File: src/rtl/imem_loader.sv
// Purpose : boot loader that assembles a byte stream into N-bit words and writes them to instruction RAM.
// Latency : last byte of a word -> mem_we pulse on the next cycle; one word per N/8+1 cycles at best.
// Backpr. : rx_ready is registered; low in IDLE/WRITE/DONE/ERR, gaps in rx_valid stall without loss.
//
// Ports:
//   clk, reset                 - single clock, synchronous active-high reset
//   start                      - one-cycle pulse, begins a session from IDLE/DONE/ERR
//   rx_data/rx_valid/rx_ready  - byte stream in (header byte = word count, then words MSB first)
//   mem_we/mem_waddr/mem_wdata - instruction RAM write port
//   cpu_hold                   - holds the core until a session completes successfully
//   load_done/load_err         - session status, level while in DONE/ERR
//   word_count                 - words written in the current session
// Optional: define IMEM_LOADER_CHECKSUM_EN to require a trailing XOR checksum byte.
module imem_loader #(
  parameter int N     = 32,
  parameter int AW    = 6,
  parameter int DEPTH = 64
) (
  input  logic          clk,
  input  logic          reset,
  input  logic          start,
  input  logic [7:0]    rx_data,
  input  logic          rx_valid,
  output logic          rx_ready,
  output logic          mem_we,
  output logic [AW-1:0] mem_waddr,
  output logic [N-1:0]  mem_wdata,
  output logic          cpu_hold,
  output logic          load_done,
  output logic          load_err,
  output logic [AW:0]   word_count
);

  localparam int NB = N / 8;
  localparam int BW = (NB > 1) ? $clog2(NB) : 1;
  // Compare width wide enough for both the 8-bit target and word_count.
  localparam int CW = (AW + 1 > 8) ? AW + 1 : 8;
  localparam logic [7:0]    DEPTH_B   = 8'(DEPTH);
  localparam logic [BW-1:0] LAST_BYTE = BW'(NB - 1);

`ifdef IMEM_LOADER_CHECKSUM_EN
  typedef enum logic [2:0] {
    S_IDLE, S_HDR, S_BYTES, S_WRITE, S_DONE, S_ERR, S_CHK
  } state_t;
`else
  typedef enum logic [2:0] {
    S_IDLE, S_HDR, S_BYTES, S_WRITE, S_DONE, S_ERR
  } state_t;
`endif

  state_t        state;
  logic [BW-1:0] byte_cnt;
  logic [7:0]    target;
  logic [N-1:0]  asm_q;
`ifdef IMEM_LOADER_CHECKSUM_EN
  logic [7:0]    csum;
`endif

  logic          byte_acc;
  logic [N-1:0]  asm_next;
  logic [CW-1:0] wc_next;
  logic          last_word;

  assign byte_acc  = rx_valid & rx_ready;
  // Earlier bytes move up, the new byte lands in the low 8 bits.
  assign asm_next  = (asm_q << 8) | N'(rx_data);
  assign wc_next   = CW'(word_count) + CW'(1);
  assign last_word = (wc_next == CW'(target));

  always_ff @(posedge clk) begin
    if (reset) begin
      state      <= S_IDLE;
      rx_ready   <= 1'b0;
      mem_we     <= 1'b0;
      mem_waddr  <= '0;
      mem_wdata  <= '0;
      cpu_hold   <= 1'b1;
      load_done  <= 1'b0;
      load_err   <= 1'b0;
      word_count <= '0;
      byte_cnt   <= '0;
      target     <= '0;
      asm_q      <= '0;
`ifdef IMEM_LOADER_CHECKSUM_EN
      csum       <= '0;
`endif
    end else begin
      // Write enable is a single-cycle pulse; only the BYTES->WRITE transition raises it.
      mem_we <= 1'b0;

      case (state)
        S_IDLE, S_DONE, S_ERR: begin
          if (start) begin
            state     <= S_HDR;
            rx_ready  <= 1'b1;
            cpu_hold  <= 1'b1;
            load_done <= 1'b0;
            load_err  <= 1'b0;
`ifdef IMEM_LOADER_CHECKSUM_EN
            csum      <= '0;
`endif
          end
        end

        S_HDR: begin
          if (byte_acc) begin
            if (rx_data == 8'd0 || rx_data > DEPTH_B) begin
              // Rejecting oversize counts here is what keeps mem_waddr from wrapping.
              state    <= S_ERR;
              rx_ready <= 1'b0;
              load_err <= 1'b1;
            end else begin
              state      <= S_BYTES;
              target     <= rx_data;
              word_count <= '0;
              mem_waddr  <= '0;
              byte_cnt   <= '0;
            end
          end
        end

        S_BYTES: begin
          if (byte_acc) begin
            asm_q <= asm_next;
`ifdef IMEM_LOADER_CHECKSUM_EN
            csum  <= csum ^ rx_data;
`endif
            if (byte_cnt == LAST_BYTE) begin
              byte_cnt  <= '0;
              mem_wdata <= asm_next;
              mem_we    <= 1'b1;
              rx_ready  <= 1'b0;
              state     <= S_WRITE;
            end else begin
              byte_cnt <= byte_cnt + BW'(1);
            end
          end
        end

        S_WRITE: begin
          word_count <= word_count + (AW + 1)'(1);
          mem_waddr  <= mem_waddr + AW'(1);
          if (last_word) begin
`ifdef IMEM_LOADER_CHECKSUM_EN
            state    <= S_CHK;
            rx_ready <= 1'b1;
`else
            state     <= S_DONE;
            cpu_hold  <= 1'b0;
            load_done <= 1'b1;
`endif
          end else begin
            state    <= S_BYTES;
            rx_ready <= 1'b1;
          end
        end

`ifdef IMEM_LOADER_CHECKSUM_EN
        S_CHK: begin
          if (byte_acc) begin
            rx_ready <= 1'b0;
            if (rx_data == csum) begin
              state     <= S_DONE;
              cpu_hold  <= 1'b0;
              load_done <= 1'b1;
            end else begin
              // RAM already holds the words; the core simply stays held.
              state    <= S_ERR;
              load_err <= 1'b1;
            end
          end
        end
`endif

        default: begin
          state    <= S_IDLE;
          rx_ready <= 1'b0;
        end
      endcase
    end
  end

endmodule

File: config.mk
export PLATFORM = sky130hd
export DESIGN_NAME = imem_loader
export DESIGN_NICKNAME = d
export VERILOG_FILES = /design/src/rtl/imem_loader.sv
export SDC_FILE = /design/constraint.sdc
export NUM_CORES = 1
export LEC_CHECK = 0
export CAP_MARGIN = 5
export CORE_UTILIZATION = 40
export DETAILED_ROUTE_END_ITERATION = 6
export MAX_ROUTING_LAYER = met4
export SETUP_SLACK_MARGIN = 0.02
export SYNTH_ARGS = -nofsm -noshare
export SYNTH_HDL_FRONTEND = slang
export SYNTH_SLANG_ARGS = --single-unit
File: constraint.sdc
create_clock -name clk -period 2.3 [get_ports clk]
set_input_delay 0.575 -clock clk [delete_from_list [all_inputs] [get_ports clk]]
set_output_delay 0.575 -clock clk [all_outputs]
set_load 0.03 [all_outputs]
==> results of run 1 <==
cells by family after synthesis:
logic type / share of synthesized area
AO/OA/AOI/OAI: 0.183
multiplexers: 0.0197
adder cells (fa/ha/maj): 0.0105
flip-flops: 0.489
XOR/XNOR: 0.0222
AND/OR/NAND/NOR: 0.236
buffers and inverters: 0.0390
metal layers:
layer / up-vias / track usage / wire, um
met5: - / - / 0
met4: 0 / 0.0760 / 140
met3: 10 / 0.0387 / 292
met2: 63 / 0.284 / 3860
met1: 1536 / 0.282 / 4480
li1: 1671 / - / -
final cells by class:
class / count / area share
Clock inverter: 7 / 0.0161
Tap cell: 108 / 0.0290
Inverter: 6 / 0.00483
Multi-Input combinational cell: 320 / 0.360
Timing Repair Buffer: 93 / 0.190
Clock buffer: 9 / 0.0266
Sequential cell: 87 / 0.374
synth_stat cells, drive strengths merged (5+ instances only):
cell type / count / share of area
buf: 6 / 0.0084
nand3: 10 / 0.015
mux2i: 7 / 0.020
nor3: 9 / 0.014
nor2: 18 / 0.019
xor2: 6 / 0.015
a311oi: 5 / 0.012
a21oi: 68 / 0.096
dfxtp: 87 / 0.49
o21ai: 6 / 0.0084
clkbuf: 23 / 0.024
a31oi: 5 / 0.0088
nand2: 129 / 0.14
nand4: 6 / 0.011
inv: 6 / 0.0063
cells in the final DEF (no fill, tap or decap), types with 2 or more instances in the layout:
| cell | instances |
|---|---|
| nand3_1 | 9 |
| buf_4 | 29 |
| a211oi_1 | 3 |
| o21ai_0 | 6 |
| nor3b_1 | 2 |
| inv_8 | 3 |
| or3_1 | 3 |
| nand4_1 | 6 |
| nor3_1 | 8 |
| a31oi_1 | 5 |
| ha_1 | 3 |
| inv_1 | 6 |
| a311oi_1 | 5 |
| nand2_1 | 129 |
| nor4_1 | 2 |
| nand2b_1 | 4 |
| clkdlybuf4s50_1 | 60 |
| mux2i_1 | 7 |
| clkbuf_8 | 9 |
| a21oi_1 | 68 |
| dfxtp_1 | 86 |
| o21a_1 | 2 |
| xnor2_1 | 3 |
| o22ai_1 | 2 |
| buf_12 | 3 |
| nor2b_1 | 3 |
| nor2_1 | 18 |
| xor2_1 | 6 |
| a41oi_1 | 2 |
power by group through the flow:
stage                     sequential, mW  clock (mW)  combinational [mW]
after floorplan                     1.59           0               0.162
after global placement              1.60           0               0.255
after detailed placement            1.60           0               0.257
after CTS                           1.57        1.09               0.258
after global routing                1.57        1.16               0.279
final                               1.57        1.07               0.259
worst max-delay path by stage:
| stage | startpoint | to | cells after the start |
|---|---|---|---|
| CTS | word_count[2]$_SDFFE_PP0P_ | word_count[2] | 1 |
| floorplan | word_count[1]$_SDFFE_PP0P_ | state[2]$_SDFFE_PP0P_ | 6 |
| finish | word_count[2]$_SDFFE_PP0P_ | word_count[2] | 1 |
| global placement | rx_data[0] | mem_waddr[4]$_SDFFE_PP0P_ | 8 |
| detailed placement | rx_data[1] | target[3]$_SDFFE_PP0P_ | 8 |
| global route | word_count[2]$_SDFFE_PP0P_ | word_count[2] | 1 |
flip-flops by register name (all words and copies together) (netlist names):
register	cells
mem_we	1
load_done	1
target	8
cpu_hold	1
state	3
byte_cnt	2
asm_q	24
word_count	7
rx_ready	1
load_err	1
mem_waddr	6
mem_wdata	32
stage by stage:
stage	hold WS (ns)	cells	setup TNS, ns	cell area (um2)
after floorplan	0.432	442	0	3560
after global placement	0.439	614	-2.09	4460
after detailed placement	0.446	614	-1.59	4460
after CTS	0.461	630	0	4660
after global routing	0.482	630	0	4660
final	0.458	630	0	4660
==> flow_metrics.tcl, run 1 <==
set metrics [dict create \
    outcome "completed" \
    insertion_delay_ns 0.35 \
    fin_crit_sh 0.940 \
    synth_nets 457 \
    final_util 0.537 \
    crit_type "flip-flop to primary output" \
    fillerInstances 841 \
    finalHoldViolations 0 \
    start_util 0.410 \
    drive_gt1_frac 0.111 \
    num_antenna_cells 0 \
    syn_to_final_growth_pct 31.0 \
    io_pins 62 \
    place_ws_ns -0.118 \
    cts_root_buf "clkbuf_8" \
    crit_path_max_fanout 9 \
    regArea_mm2 0.00174 \
    maxSlewHeadroom 0.647 \
    io_buffers 61 \
    seq_power_share 0.542 \
    h-tree-depth 3 \
    switching_share 0.285 \
    maxSlewViolCount 0 \
    hp-class "flip-flop to flip-flop" \
    clkPwrFrac 0.368 \
    grt_start_max_net_pins 37 \
    drc 0 \
    grt_pass1_wl_mm 13.9 \
    min_path_cells 2 \
    critPathTopFamily "buffers and inverters" \
    p_comb_frac 0.090 \
    vias 3280 \
    netSwitchingPower_uw 823 \
    grt_overflow_total 0 \
    post_cts_buffers 0 \
    hold_buffers 0 \
    finalPower_mw 2.89 \
    ys_ff_latch 87 \
    ant_nets 0 \
    drt_wl_total_mm 8.78 \
    path_buf_inv 1 \
    synth_cell_type_count 50 \
    r2r_slack_ns 0.26 \
    power.internal_mw 2.07 \
    cts_tree "done" \
    drt_iter0_markers 118 \
    max_stage_delay_ns 0.73 \
    synth_flop_cell "dfxtp_1" \
    startpoint_type "flip-flop" \
    reg2reg_depth 6 \
    gp_congestion 0.857 \
    p_per_area_mw_per_mm2 621 \
    die_y_um 96.3 \
    dieArea_mm2 0.00928 \
    rows 34 \
    crit_required_ns 1.73 \
    grt_pass1_vias 2845 \
    chipWidth_um 96.3 \
    ctsResizeCount 0 \
    timing.rr.start "word_count[1]$_SDFFE_PP0P_" \
    wl_per_cell_um 13.9 \
    min_to "mem_wdata[28]$_SDFFE_PP0P_" \
    cts_buffers 9 \
    ir_drop_mv 0.339 \
    antenna_found_initial 0 \
    clkTransAtPathRegs_ns 0.10 \
    dr.pass1.iters 6 \
    worst_slack_ns 0.138 \
    worstHoldStart "mem_wdata[28]$_SDFFE_PP0P_" \
    layout_min_cycle_time_ns 2.16 \
    drv_cap 0 \
    slowest_stage "clkdlybuf4s50_1" \
    regToRegEndpoint "rx_ready$_SDFFE_PP0P_" \
    clock_sinks 87 \
    p_leak_nw 1.63 \
    skew_ns 0.00592 \
    yosysSeqAreaShare 0.489 \
    setup_viol 0 \
    yosys_warnings 0 \
    fmax_ghz 0.463 \
    worst_slew_pin_slew_ns 0.529 \
    syn_inst 442 \
    core_mm2 0.00868 \
    cts_max_path_buffers 2 \
    multi_input_area_mm2 0.00168 \
    synthArstFlopShare 0 \
    syn_area_per_cell_um2 8.05 \
    synth_area_mm2 0.00356 \
    end_kind "primary output" \
    dp_hpwl_mm 6.14 \
    rsz0062_at_grt "no" \
    critPathArrivalTime_ns 1.59 \
    grt.total_usage 0.201 \
    synth_edf_count 0 \
    crit_chain "clkdlybuf4s50_1" \
    via_per_inst 5.21 \
    nets 532 \
]
Power figures use the tool's default switching activity.
==> run 2, diff against run 1 <==
- CORE_UTILIZATION: 40 -> 45
- PLACE_DENSITY: unset -> 0.7
==> flow_metrics.tcl, run 2 (same netlist as run 1, synthesis figures left out) <==
set metrics [dict create \
    crit_chain "clkdlybuf4s50_1" \
    place_area_mm2 0.00442 \
    drc 0 \
    finalHoldViolations 0 \
    hp-class "flip-flop to flip-flop" \
    cts_root_buf "clkbuf_8" \
    num_antenna_cells 0 \
    startpoint_type "flip-flop" \
    grt.total_usage 0.227 \
    post_cts_buffers 0 \
    worst_slew_pin_slew_ns 0.577 \
    fmax_ghz 0.464 \
    end_kind "primary output" \
    final_cell_mix "nand2_1 (129), dfxtp_1 (86), a21oi_1 (68)" \
    path_buf_inv 1 \
    grt_pass1_wl_mm 14.6 \
    dp_hpwl_mm 6.12 \
    crit_required_ns 1.73 \
    maxSlewViolCount 0 \
    hold_buffers 0 \
    drv_cap 0 \
    drt_wl_total_mm 8.79 \
    io_buffers 61 \
    top_register "mem_wdata" \
    cts_tree "done" \
    drt_iter0_markers 201 \
    dr.pass1.iters 5 \
    reg_top3 "mem_wdata (32), asm_q (24), target (8)" \
    p_leak_nw 1.63 \
    fin_setup_tns_ns 0 \
    slowest_stage "clkdlybuf4s50_1" \
    clock_sinks 87 \
    crit_type "flip-flop to primary output" \
    nets 527 \
    cts_max_path_buffers 2 \
    grt_pass1_vias 3096 \
    clkTransAtPathRegs_ns 0.09 \
    largest_reg_flops 32 \
    io_pins 62 \
    drive_gt1_frac 0.106 \
    max_stage_delay_ns 0.73 \
    setup_viol 0 \
    ant_nets 0 \
    critPathTopFamily "buffers and inverters" \
    rsz0062_at_grt "yes" \
    core_mm2 0.00769 \
    design_area_mm2 0.00467 \
    multi_input_area_mm2 0.00169 \
    skew_ns 0.0102 \
    die_y_um 90.9 \
    finalPower_mw 3.07 \
    netSwitchingPower_uw 773 \
    start_util 0.463 \
    clkPwrFrac 0.404 \
    critPathArrivalTime_ns 1.58 \
    maxSlewHeadroom 0.615 \
    syn_to_final_growth_pct 31.2 \
    switching_share 0.252 \
    grt_start_max_net_pins 60 \
    seq_power_share 0.511 \
    h-tree-depth 3 \
    ir_drop_mv 0.477 \
    fillerInstances 696 \
    outcome "completed" \
    power.internal_mw 2.30 \
    layout_min_cycle_time_ns 2.16 \
    wl_per_cell_um 14.2 \
    p_per_area_mw_per_mm2 658 \
    vias 3274 \
    mostFrequentLayoutCell "nand2_1" \
    grt_overflow_total 0 \
    p_comb_frac 0.085 \
    dieArea_mm2 0.00827 \
    insertion_delay_ns 0.36 \
    chipWidth_um 90.9 \
    rows 32 \
    fin_crit_sh 0.937 \
    gp_congestion 0.861 \
    cts_buffers 9 \
    final_util 0.607 \
    antenna_found_initial 0 \
    via_per_inst 5.29 \
    crit_path_max_fanout 9 \
    regArea_mm2 0.00174 \
]
==> run 2: cell count changes in the layout (fill, tap and decap cells not counted), moves of 2 or more <==
cell and change:
inv_8 -2, buf_4 -6, nor4_2 +2, nor4_1 -2, bufinv_16 +2
==> run 2: path summary, 6_finish.rpt <==
kind	from	endpoint	slack (ns)	depth (start not counted)
worst min register to register	load_done$_SDFFE_PP0P_	load_done$_SDFFE_PP0P_	0.46	2
worst max-delay path	word_count[2]$_SDFFE_PP0P_	word_count[2]	0.14	1
worst max register to register	word_count[2]$_SDFFE_PP0P_	rx_ready$_SDFFE_PP0P_	0.23	5
worst min-delay path	load_done$_SDFFE_PP0P_	load_done$_SDFFE_PP0P_	0.46	2
==> run 2: layer usage <==
layer,GRT usage,vias to the layer above,wire length [um],part of all wire
li1,-,1656,-,-
met1,0.300,1502,4240,0.48
met2,0.348,108,4050,0.46
met3,0.0497,8,448,0.051
met4,0.0661,0,45,0.0051
met5,-,-,0,0
==> run 2: power groups by stage <==
| stage | combinational (mW) | clock (mW) | sequential, mW |
|---|---|---|---|
| 4_1_cts | 0.255 | 1.26 | 1.57 |
| 2_1_floorplan | 0.162 | 0 | 1.59 |
| 3_5_place_dp | 0.254 | 0 | 1.60 |
| 3_3_place_gp | 0.251 | 0 | 1.60 |
| 6_report | 0.260 | 1.24 | 1.57 |
| 5_1_grt | 0.284 | 1.32 | 1.57 |
==> run 2: layout make-up <==
| class | instances | share of cell area |
|---|---|---|
| sequential | 87 | 0.373 |
| multi-input combinational | 320 | 0.362 |
| timing repair buffer | 88 | 0.182 |
| clock buffer | 10 | 0.0295 |
| tap | 102 | 0.0273 |
| clock inverter | 6 | 0.0209 |
| inverter | 6 | 0.00482 |
==> run 2: metrics by stage <==
stage / cells / setup WS, ns / hold WS [ns]
after detailed placement: 603 / -0.283 / 0.445
after floorplan: 442 / 0.0364 / 0.432
final: 619 / 0.145 / 0.459
after CTS: 619 / 0.0624 / 0.458
after global placement: 603 / -0.187 / 0.443
after global routing: 619 / 0.00542 / 0.474
==> run 2: timing repair <==
| action | in CTS | in global routing |
|---|---|---|
| hold endpoints to repair | 0 | 0 |
| endpoints found under the setup margin | 0 | 22 |
| gates resized for setup | 0 | 3 |
